**src/rtl/uart_pkg.sv**
```systemverilog
// uart_pkg: receiver state encoding, 8N1 frame constants and the baud divider calculation.
package uart_pkg;
    typedef enum logic [2:0] {IDLE, START, DATA, STOP, BREAK} state_t;
    localparam int DATA_BITS = 8;
    localparam logic STOP_LEVEL = 1'b1;
    function automatic int calc_div(input int clk_freq, input int baud, input int oversample);
        return (clk_freq + baud * oversample / 2) / (baud * oversample);
    endfunction
endpackage

```
**src/rtl/uart_baud_tick.sv**
```systemverilog
// uart_baud_tick: one-cycle tick every DIV cycles while enabled; held at zero when idle.
module uart_baud_tick #(
    parameter int DIV = 651
) (
    input  logic sysclk,
    input  logic reset,
    input  logic en,
    output logic tick
);
    localparam int W = $clog2(DIV);
    logic [W-1:0] cnt;
    assign tick = cnt == W'(DIV - 1);
    always_ff @(posedge sysclk or negedge reset)
        if (!reset) cnt <= '0;
        else cnt <= (!en || tick) ? '0 : cnt + 1'b1;
endmodule

```
**src/rtl/uart_rx_frontend.sv**
```systemverilog
// uart_rx_frontend: synchronised, oversampled 8N1 receiver feeding a one-entry holding register
// with valid, sticky framing-error and sticky overrun flags.
module uart_rx_frontend
    import uart_pkg::*;
#(
    parameter int CLK_FREQ   = 100_000_000,
    parameter int BAUD       = 9600,
    parameter int OVERSAMPLE = 16
) (
    input  logic       sysclk,
    input  logic       reset,
    input  logic       UART_RX,
    input  logic       rx_ack,
    output logic [7:0] rx_data,
    output logic       rx_valid,
    output logic       frame_err,
    output logic       overrun,
    output logic       rx_irq
);
    localparam int DIV = calc_div(CLK_FREQ, BAUD, OVERSAMPLE);
    localparam int TW = $clog2(OVERSAMPLE);
    localparam logic [TW-1:0] HALF = TW'(OVERSAMPLE / 2 - 1);
    localparam logic [TW-1:0] LAST = TW'(OVERSAMPLE - 1);
    state_t state, next;
    logic [1:0] sync;
    logic rx_s, tick, at_half, at_last, sample, accept, ferr;
    logic [TW-1:0] tick_cnt;
    logic [2:0] bit_cnt;
    logic [7:0] sh;
    assign rx_s = sync[1];
    uart_baud_tick #(.DIV(DIV)) u_tick (
        .sysclk(sysclk),
        .reset(reset),
        .en(state != IDLE),
        .tick(tick)
    );
    assign at_half = tick && tick_cnt == HALF;
    assign at_last = tick && tick_cnt == LAST;
    assign sample  = state == DATA && at_last;
    assign accept  = state == STOP && at_last && rx_s == STOP_LEVEL;
    assign ferr    = state == STOP && at_last && rx_s != STOP_LEVEL;
    always_comb begin
        next = state;
        case (state)
            IDLE:    next = rx_s ? IDLE : START;
            START:   if (at_half) next = rx_s ? IDLE : DATA;
            DATA:    if (sample && bit_cnt == 3'(DATA_BITS - 1)) next = STOP;
            STOP:    if (at_last) next = accept ? IDLE : BREAK;
            BREAK:   if (rx_s) next = IDLE;
            default: next = IDLE;
        endcase
    end
    always_ff @(posedge sysclk or negedge reset)
        if (!reset) state <= IDLE;
        else state <= next;
    // START counts only to mid start bit; DATA/STOP count a full bit so samples land mid-bit
    always_ff @(posedge sysclk or negedge reset)
        if (!reset) begin
            sync     <= 2'b11;
            tick_cnt <= '0;
            bit_cnt  <= '0;
            sh       <= '0;
        end else begin
            sync     <= {sync[0], UART_RX};
            tick_cnt <= (state == IDLE || (state == START ? at_half : at_last)) ? '0 : tick_cnt + TW'(tick);
            bit_cnt  <= state != DATA ? 3'd0 : bit_cnt + 3'(sample);
            if (sample) sh <= {rx_s, sh[7:1]};
        end
    // an accept outranks a simultaneous ack; a framing error outranks the ack's clear
    always_ff @(posedge sysclk or negedge reset)
        if (!reset) begin
            rx_data   <= '0;
            rx_valid  <= 1'b0;
            frame_err <= 1'b0;
            overrun   <= 1'b0;
            rx_irq    <= 1'b0;
        end else begin
            rx_irq    <= accept;
            if (accept) rx_data <= sh;
            rx_valid  <= accept || (rx_valid && !rx_ack);
            overrun   <= !rx_ack && (overrun || (accept && rx_valid));
            frame_err <= ferr || (frame_err && !rx_ack);
        end
endmodule
```
**config.mk**
```make
export PLATFORM = sky130hd
export DESIGN_NAME = uart_rx_frontend
export DESIGN_NICKNAME = d
export VERILOG_FILES = /design/src/rtl/uart_pkg.sv /design/src/rtl/uart_baud_tick.sv /design/src/rtl/uart_rx_frontend.sv
export SDC_FILE = /design/constraint.sdc
export NUM_CORES = 1
export LEC_CHECK = 0
export ABC_AREA = 1
export BUFFER_PORTS_ARGS = -buffer_cell sky130_fd_sc_hd__buf_4
export CAP_MARGIN = 20
export CORE_UTILIZATION = 40
export CTS_CLUSTER_DIAMETER = 100
export DETAILED_ROUTE_END_ITERATION = 6
export PLACE_DENSITY = 0.53
export SLEW_MARGIN = 20
export SYNTH_ARGS = -nofsm -noshare
export SYNTH_HDL_FRONTEND = slang
export SYNTH_HIERARCHICAL = 1
export SYNTH_SLANG_ARGS = --single-unit
```
**constraint.sdc**
```tcl
create_clock -name sysclk -period 2.43 [get_ports sysclk]
set_input_delay 0.486 -clock sysclk [delete_from_list [all_inputs] [get_ports sysclk]]
set_output_delay 0.486 -clock sysclk [all_outputs]
set_load 0.1 [all_outputs]
```
==> out/summary.txt, run 1 <==
GRT overflow - 0
Syn_area_per_cell - 8.97 um2
Post-detailed-placement half-perimeter wirelength - 2.21 mm
Num ports - 16
Drt drc - 0
Die area - 5290 um2
Clk slew on worst S/H paths - 0.08 ns
# fillers - 491
Die W - 72.7 um
Fin crit share - 84.3%
Share of layout cells above drive strength 1 - 21.0%
DR vias/cell - 4.35
# resized after CTS - 0
Post-Route Skew - 0.00649 ns
Vias in the first global route - 1331
Critical path's largest stage delay - 0.43 ns
Routed vias - 1349
Setup violators final - 0
CTS root buffer - clkbuf_8
Sequential-to-total area share from yosys stat - 52.7%
Min-Delay Path Class - in2async
Setup_tns - 0 ns
EDFF count, synth - 0
Max Cap Viol - 0
Max H-tree Level - 2
WL per Instance - 10.3 um
Setup Fix Bufs, Post-CTS - 0
Syn Inst Count - 223
P_leak - 0.00117 uW
Top-area cell type share of the netlist area - 50.0%
Nets - 253
Worst path buffer plus inverter count - 3
Most frequent cell after synthesis - nand2_1
Post-Route Utilization - 47.4%
Total CTS buffers - 5
Worst ir drop on vdd - 366 uV
Worst-path maximum fanout - 17
Slew Limit Fails - 0
Post-layout min period - 2.05 ns
Yosys warnings - 6
Slew @ Worst Pin - 0.537 ns
Gr usage total - 14.7%
Drt first pass iters - 4
Clk sinks - 42
Yosys top cell by area - dfrtp_1
Synth Register Bits - 42
CP max stage cell - dfrtp_1
Cell family contributing the most delay on the critical path - simple AND/OR/NAND/NOR gates
Post-synth top cells - nand2_1 (54), dfrtp_1 (40), nor2_1 (31), inv_1 (28), o21ai_1 (10)
Synthesized cell area - 2000 um2
CTS tree - built
First-pass GRT wire length - 5.88 mm
P&R area growth vs syn - 12.6%
Status - complete, no violations
Core ar. - 4750 um2
CP Capture Type - flop
Pin count of the biggest net entering global routing - 43
Diode count - 0
Hold Fails Final Rpt - 0
RD Place Congestion - 0.774
Worst-path cell chain - inv_1, ha_1, nand2_1, nor2_1, nand3_1, inv_1, nand2_2, nor2_8, nand2_4, inv_2, ha_1, ha_1, xnor2_1, nor2_1
Routed WL - 3.19 mm
Clk_lat worst skew - 0.29 ns
CP arrival - 2.23 ns
Post-synth cell types - 26
Clk buf depth - 2
Crit path top cell by count - ha_1
Synth area leaders - dfrtp_1 (50%), nand2_1 (10%), nor2_1 (5.8%), inv_1 (5.3%), ha_1 (3.8%)
IO Port Bufs - 15
Worst Path Required - 2.61 ns
Crit Path Class - reg2reg
Slew margin rel. - 64.2%
Initial Util - 42.1%
Power density over the cells - 507 nW/um2
Syn nets - 233
Fmax - 488 MHz
Startpoint types - flop
Post-synth top flop - dfrtp_1
FFs w/ async S/R, synth - 100%
Die Span Y - 72.7 um
RSZ-0062 raised after global routing - false
Antenna violations before repair - 0
Final ANT Viol Nets - 0
Hold_buf cts - 0
Initial DRC Count - 39
Cell Rows - 25
## flip-flops by register name, indices dropped and copies added, names as in the netlist, 2 cells and up
register,flops
state,3
rx_data,8
sh,8
sync,2
tick_cnt,4
u_tick/cnt,10
bit_cnt,3
## where the power goes
part           switching, uW  internal [uW]  total [uW]
sequential              1.14            701         703
clock                    228            193         421
combinational           15.7           3.68        19.4
## per-stage QoR
step / worst slack (ns) / hold WS [ns] / area (um2) / power, uW / cells
after CTS: 0.357 / 0.189 / 2250 / 1170 / 310
after global placement: 0.402 / 0.355 / 2170 / 737 / 303
final: 0.382 / 0.164 / 2250 / 1140 / 310
after detailed placement: 0.360 / 0.354 / 2170 / 737 / 303
after global routing: 0.156 / 0.219 / 2250 / 1190 / 310
after floorplan: 0.440 / 0.190 / 2000 / 718 / 223
## layout make-up
type | count | area (um2) | share of cell area [%]
well taps | 67 | 83.8 | 3.72
repair buffers | 15 | 113 | 5.00
flip-flops and latches | 42 | 1050 | 46.8
multi-input cells | 144 | 793 | 35.2
inverters | 35 | 131 | 5.83
clock inverters | 2 | 10.0 | 0.444
clock buffers | 5 | 68.8 | 3.05
## logic make-up after synthesis
| family | after synthesis | share of synthesized area (%) |
|---|---|---|
| and+or+nand+nor | 108 | 25.3 |
| adders and majority gates | 6 | 3.75 |
| AOI/OAI and AO/OA | 23 | 7.50 |
| xor gates and xnor gates | 7 | 3.06 |
| buffers and inverters | 37 | 7.69 |
| DFF | 42 | 52.7 |
## worst paths after layout
path	cells past startpoint	to	startpoint	slack (ns)
setup reg to reg	14	bit_cnt[2]	u_tick/cnt[0]	0.38
min in group sysclk	1	sync[0]	UART_RX	0.31
max in group asynchronous	1	sync[1]	reset	1.87
hold / removal	1	tick_cnt[2]	reset	0.16
hold reg to reg	0	sync[1]	sync[0]	0.36
setup / recovery	14	bit_cnt[2]	u_tick/cnt[0]	0.38
## placed cells by master (no fill, tap or decap)
master    synthesis  final
o21bai_1          1      1
nand3_1           7      7
nor2_1           31     31
nor2_2            4      4
xor2_1            4      4
nand2_4           1      1
clkbuf_8          0      5
o21ai_2           8      8
a21o_1            1      1
nor2_8            1      1
nand3_2           2      2
o21ai_0           1      1
nand2_2           2      2
nor3_2            1      1
inv_1            28     28
dfstp_2           2      2
inv_2             6      6
nand4_1           3      3
clkinv_1          1      1
dfrtp_1          40     40
ha_1              6      6
nand2_1          54     54
a21oi_1           2      2
buf_4             0     15
nand3_4           2      2
clkinv_2          0      2
o21ai_1          10     10
xnor2_1           3      3
## per-layer routing
layer | vias up | global-route usage [%] | routed length [um]
met5 | - | 0 | 0
met4 | 0 | 9.15 | 74
met3 | 7 | 3.04 | 69
met2 | 10 | 21.3 | 1320
met1 | 601 | 20.1 | 1730
li1 | 731 | - | -
## worst reg2reg max path, stage by stage (launching register included)
cell,delay (ns)
dfrtp_1,0.43
inv_1,0.08
ha_1,0.14
nand2_1,0.05
nor2_1,0.09
nand3_1,0.11
inv_1,0.11
nand2_2,0.11
nor2_8,0.18
nand2_4,0.14
inv_2,0.07
ha_1,0.14
ha_1,0.15
xnor2_1,0.11
nor2_1,0.05
No activity file was read; power rests on OpenSTA's default activity.
==> inputs of run 2 (changes only) <==
--- a/config.mk
+++ b/config.mk
@@ -5,13 +5,13 @@
 export SDC_FILE = /design/constraint.sdc
 export NUM_CORES = 1
 export LEC_CHECK = 0
-export ABC_AREA = 1
+export ABC_AREA = 0
 export BUFFER_PORTS_ARGS = -buffer_cell sky130_fd_sc_hd__buf_4
 export CAP_MARGIN = 20
 export CORE_UTILIZATION = 40
 export CTS_CLUSTER_DIAMETER = 100
 export DETAILED_ROUTE_END_ITERATION = 6
-export PLACE_DENSITY = 0.53
+export PLACE_DENSITY = 0.55
 export SLEW_MARGIN = 20
 export SYNTH_ARGS = -nofsm -noshare
 export SYNTH_HDL_FRONTEND = slang
==> constraint.sdc (replaced) <==
create_clock -name sysclk -period 1.7 [get_ports sysclk]
set_input_delay 0.34 -clock sysclk [delete_from_list [all_inputs] [get_ports sysclk]]
set_output_delay 0.34 -clock sysclk [all_outputs]
set_load 0.1 [all_outputs]
==> run 2 against run 1 <==
The run now ends with DRC, setup timing left. Non-clock buffer count increased by 24. Combinational power up 33%. Area after synthesis fell by 3.7%. Die area is 3.6% lower. Register-to-register slack worse by 0.75 ns.
==> out/summary.txt, run 2 <==
Syn nets - 170 (was 233)
Die W - 71.4 um (was 72.7 um)
Yosys warnings - 6 (unchanged)
Yosys top cell by area - dfrtp_1 (unchanged)
DR vias/cell - 5.32 (was 4.35)
RR Endpoint - tick_cnt[3] (was bit_cnt[2])
Drt first pass iters - 6 (was 4)
RSZ-0062 raised after global routing - true (was false)
WL per Instance - 14.5 um (was 10.3 um)
Setup violators final - 29 (was 0)
Post-synth top cells - dfrtp_1 (40), mux2_2 (16), inv_1 (9), nor2_1 (8) (was nand2_1 (54), dfrtp_1 (40), nor2_1 (31), inv_1 (28), o21ai_1 (10))
EDFF count, synth - 0 (unchanged)
Post-Route Skew - 0.00627 ns (was 0.00649 ns)
FF-to-FF path depth - 9 (was 14)
Startpoint types - flop (unchanged)
Crit Path Class - reg2reg (unchanged)
Largest registers - u_tick/cnt x10, rx_data x8, sh x8 (unchanged)
CP arrival - 2.28 ns (was 2.23 ns)
Initial DRC Count - 28 (was 39)
Worst Path Required - 1.91 ns (was 2.61 ns)
Num ports - 16 (unchanged)
Drt drc - 1 (was 0)
P&R area growth vs syn - 29.4% (was 12.6%)
Die Span Y - 71.4 um (was 72.7 um)
Pin count of the biggest net entering global routing - 43 (unchanged)
Hold WS - 0.00969 ns (was 0.164 ns)
P_leak - 0.00119 uW (was 0.00117 uW)
Die area - 5100 um2 (was 5290 um2)
Syn Inst Count - 160 (was 223)
Cell Rows - 24 (was 25)
Slew @ Worst Pin - 0.528 ns (was 0.537 ns)
Slew Limit Fails - 0 (unchanged)
Top-area cell type share of the netlist area - 51.9% (was 50.0%)
Post-synth cell types - 44 (was 26)
Post-layout min period - 2.06 ns (was 2.05 ns)
Clk buf depth - 2 (unchanged)
FFs w/ async S/R, synth - 100% (unchanged)
Diode count - 0 (unchanged)
Synth Register Bits - 42 (unchanged)
Clk_lat worst skew - 0.29 ns (about the same)
Status - finished with violations (was complete, no violations)
Final instance area - 2490 um2 (was 2250 um2)
Synthesized cell area - 1930 um2 (was 2000 um2)
CTS root buffer - clkbuf_8 (unchanged)
Slew margin rel. - 64.8% (was 64.2%)
Most frequent cell after synthesis - dfrtp_1 (was nand2_1)
Most common cell after layout, fill and taps aside - dfrtp_1 (was nand2_1)
Syn_area_per_cell - 12.0 um2 (was 8.97 um2)
RD Place Congestion - 0.705 (was 0.774)
IO Port Bufs - 15 (unchanged)
Hold_buf cts - 0 (unchanged)
Final ANT Viol Nets - 0 (unchanged)
Nets - 210 (was 253)
Clk sinks - 42 (unchanged)
CP Capture Type - flop (unchanged)
Register-to-register setup slack - -0.36 ns (was 0.38 ns)
CP max stage cell - or4b_1 (was dfrtp_1)
Routed vias - 1346 (was 1349)
Worst-path cell chain - inv_1, ha_2, nor4b_4, and4_4, buf_4, ha_4, nand3_2, or4b_1, o211ai_1 (was inv_1, ha_1, nand2_1, nor2_1, nand3_1, inv_1, nand2_2, nor2_8, nand2_4, inv_2, ha_1, ha_1, xnor2_1, nor2_1)
Most frequent cells in the layout - dfrtp_1 (40), buf_4 (35), mux2_2 (16) (was nand2_1 (54), dfrtp_1 (40), nor2_1 (31))
Power density over the cells - 668 nW/um2 (was 507 nW/um2)
Critical path's largest stage delay - 0.48 ns (was 0.43 ns)
Gr usage total - 16.9% (was 14.7%)
Placed insts - 237 (was 303)
Initial Util - 42.8% (was 42.1%)
Post-synth top flop - dfrtp_1 (unchanged)
Clk slew on worst S/H paths - 0.08 ns (about the same)
Placement Cell Area - 2240 um2 (was 2170 um2)
CTS tree - built (unchanged)
Max Cap Viol - 0 (unchanged)
Routed WL - 3.68 mm (was 3.19 mm)
Synth area leaders - dfrtp_1 (52%), mux2_2 (9.4%), ha_1 (3.9%), dfstp_2 (2.7%), nand3_1 (1.8%) (was dfrtp_1 (50%), nand2_1 (10%), nor2_1 (5.8%), inv_1 (5.3%), ha_1 (3.8%))
Sequential-to-total area share from yosys stat - 54.7% (was 52.7%)
Post-detailed-placement half-perimeter wirelength - 2.49 mm (was 2.21 mm)
Vias in the first global route - 1424 (was 1331)
Biggest register - u_tick/cnt (unchanged)
Post-route insts no fill - 253 (was 310)
Core ar. - 4500 um2 (was 4750 um2)
Max H-tree Level - 2 (unchanged)
GRT overflow - 0 (unchanged)
Antenna violations before repair - 0 (unchanged)
Violated checks - DRC, setup timing
Worst ir drop on vdd - 522 uV (was 366 uV)
Fin crit share - 121% (was 84.3%)
Max reg flops - 10 (unchanged)
Min-Delay Path Class - in2async (unchanged)
Reg-to-Reg Start - u_tick/cnt[0] (unchanged)
Final worst-path setup slack - -0.364 ns (was 0.382 ns)
First-pass GRT wire length - 6.46 mm (was 5.88 mm)
Share of layout cells above drive strength 1 - 45.3% (was 21.0%)
Hold Fails Final Rpt - 0 (unchanged)
Total CTS buffers - 5 (unchanged)
Worst-path maximum fanout - 3 (was 17)
Fmax - 484 MHz (was 488 MHz)
## run 2: changes by cell type in the layout (fill, tap and decap cells not counted), sizes merged, moves of 5 or more
cell / change
a21oi: +5
o21ai: -12
or3: +5
nand2: -52
mux2: +16
inv: -25
nor2: -28
buf: +24
## run 2: cell type report
class / count / area, um2
Clock inverter: 3 / 21.3
Fill cell: 395 / 2010
Timing Repair Buffer: 39 / 329
Sequential cell: 42 / 1050
Inverter: 9 / 33.8
Tap cell: 52 / 65.1
Clock buffer: 5 / 68.8
Multi-Input combinational cell: 103 / 921
## run 2: how the worst max path moves through the flow
stage / start / end / cells after the start
after CTS: u_tick/cnt[0] / bit_cnt[2] / 11
after global placement: u_tick/cnt[0] / bit_cnt[2] / 11
final: u_tick/cnt[0] / tick_cnt[3] / 9
after floorplan: u_tick/cnt[0] / bit_cnt[1] / 11
after detailed placement: u_tick/cnt[0] / bit_cnt[2] / 11
after global routing: u_tick/cnt[0] / bit_cnt[2] / 11
## run 2: cells by family (layout without fill, tap and decap cells)
logic type	count (synthesis)	in the layout	share of synthesized area (%)
xor gates and xnor gates	5	5	2.27
buffers and inverters	16	56	3.83
DFF	42	42	54.7
adders and majority gates	6	6	3.90
muxes	17	17	9.87
and+or+nand+nor	51	52	18.1
AOI/OAI and AO/OA	23	23	7.40
## run 2: where the power goes
part	total (uW)	switching, uW	leakage (uW)	internal [uW]
clock network	632	343	0.0000441	288
logic	25.8	20.3	0.000585	5.55
registers	1010	4.87	0.000565	1000
total	1660	369	0.00119	1300
## run 2: critical path: cells and delay by family (launching register included)
| kind | cells | cell delay (ns) |
|---|---|---|
| AOI/OAI and AO/OA | 1 | 0.10 |
| adders and majority gates | 2 | 0.29 |
| buffers and inverters | 2 | 0.18 |
| DFF | 1 | 0.39 |
| and+or+nand+nor | 4 | 1.02 |
## run 2: timing repair
action / CTS / global route
resized for setup: 12 / 5
buffers inserted: 5 / 2
endpoints found under the setup margin: 30 / 37
pin swaps: 5 / 2
cloned: 1 / 0
## run 2: layer usage
| metal | up-vias | wire [um] | global-route usage [%] |
|---|---|---|---|
| li1 | 651 | - | - |
| met1 | 668 | 1770 | 22.4 |
| met2 | 19 | 1720 | 26.2 |
| met3 | 8 | 107 | 4.22 |
| met4 | 0 | 81 | 7.56 |
| met5 | - | 0 | 0 |
## run 2: through the flow
| step | power, uW | utilization [%] | worst slack, ns | setup TNS (ns) |
|---|---|---|---|---|
| after CTS | 1700 | 54.5 | -0.358 | -7.92 |
| after detailed placement | 1050 | 49.7 | -0.434 | -9.55 |
| after global placement | 1050 | 49.7 | -0.360 | -7.64 |
| after global routing | 1740 | 55.3 | -0.477 | -10.93 |
| after floorplan | 1030 | - | -0.393 | -4.40 |
| final | 1660 | 55.3 | -0.364 | -7.68 |
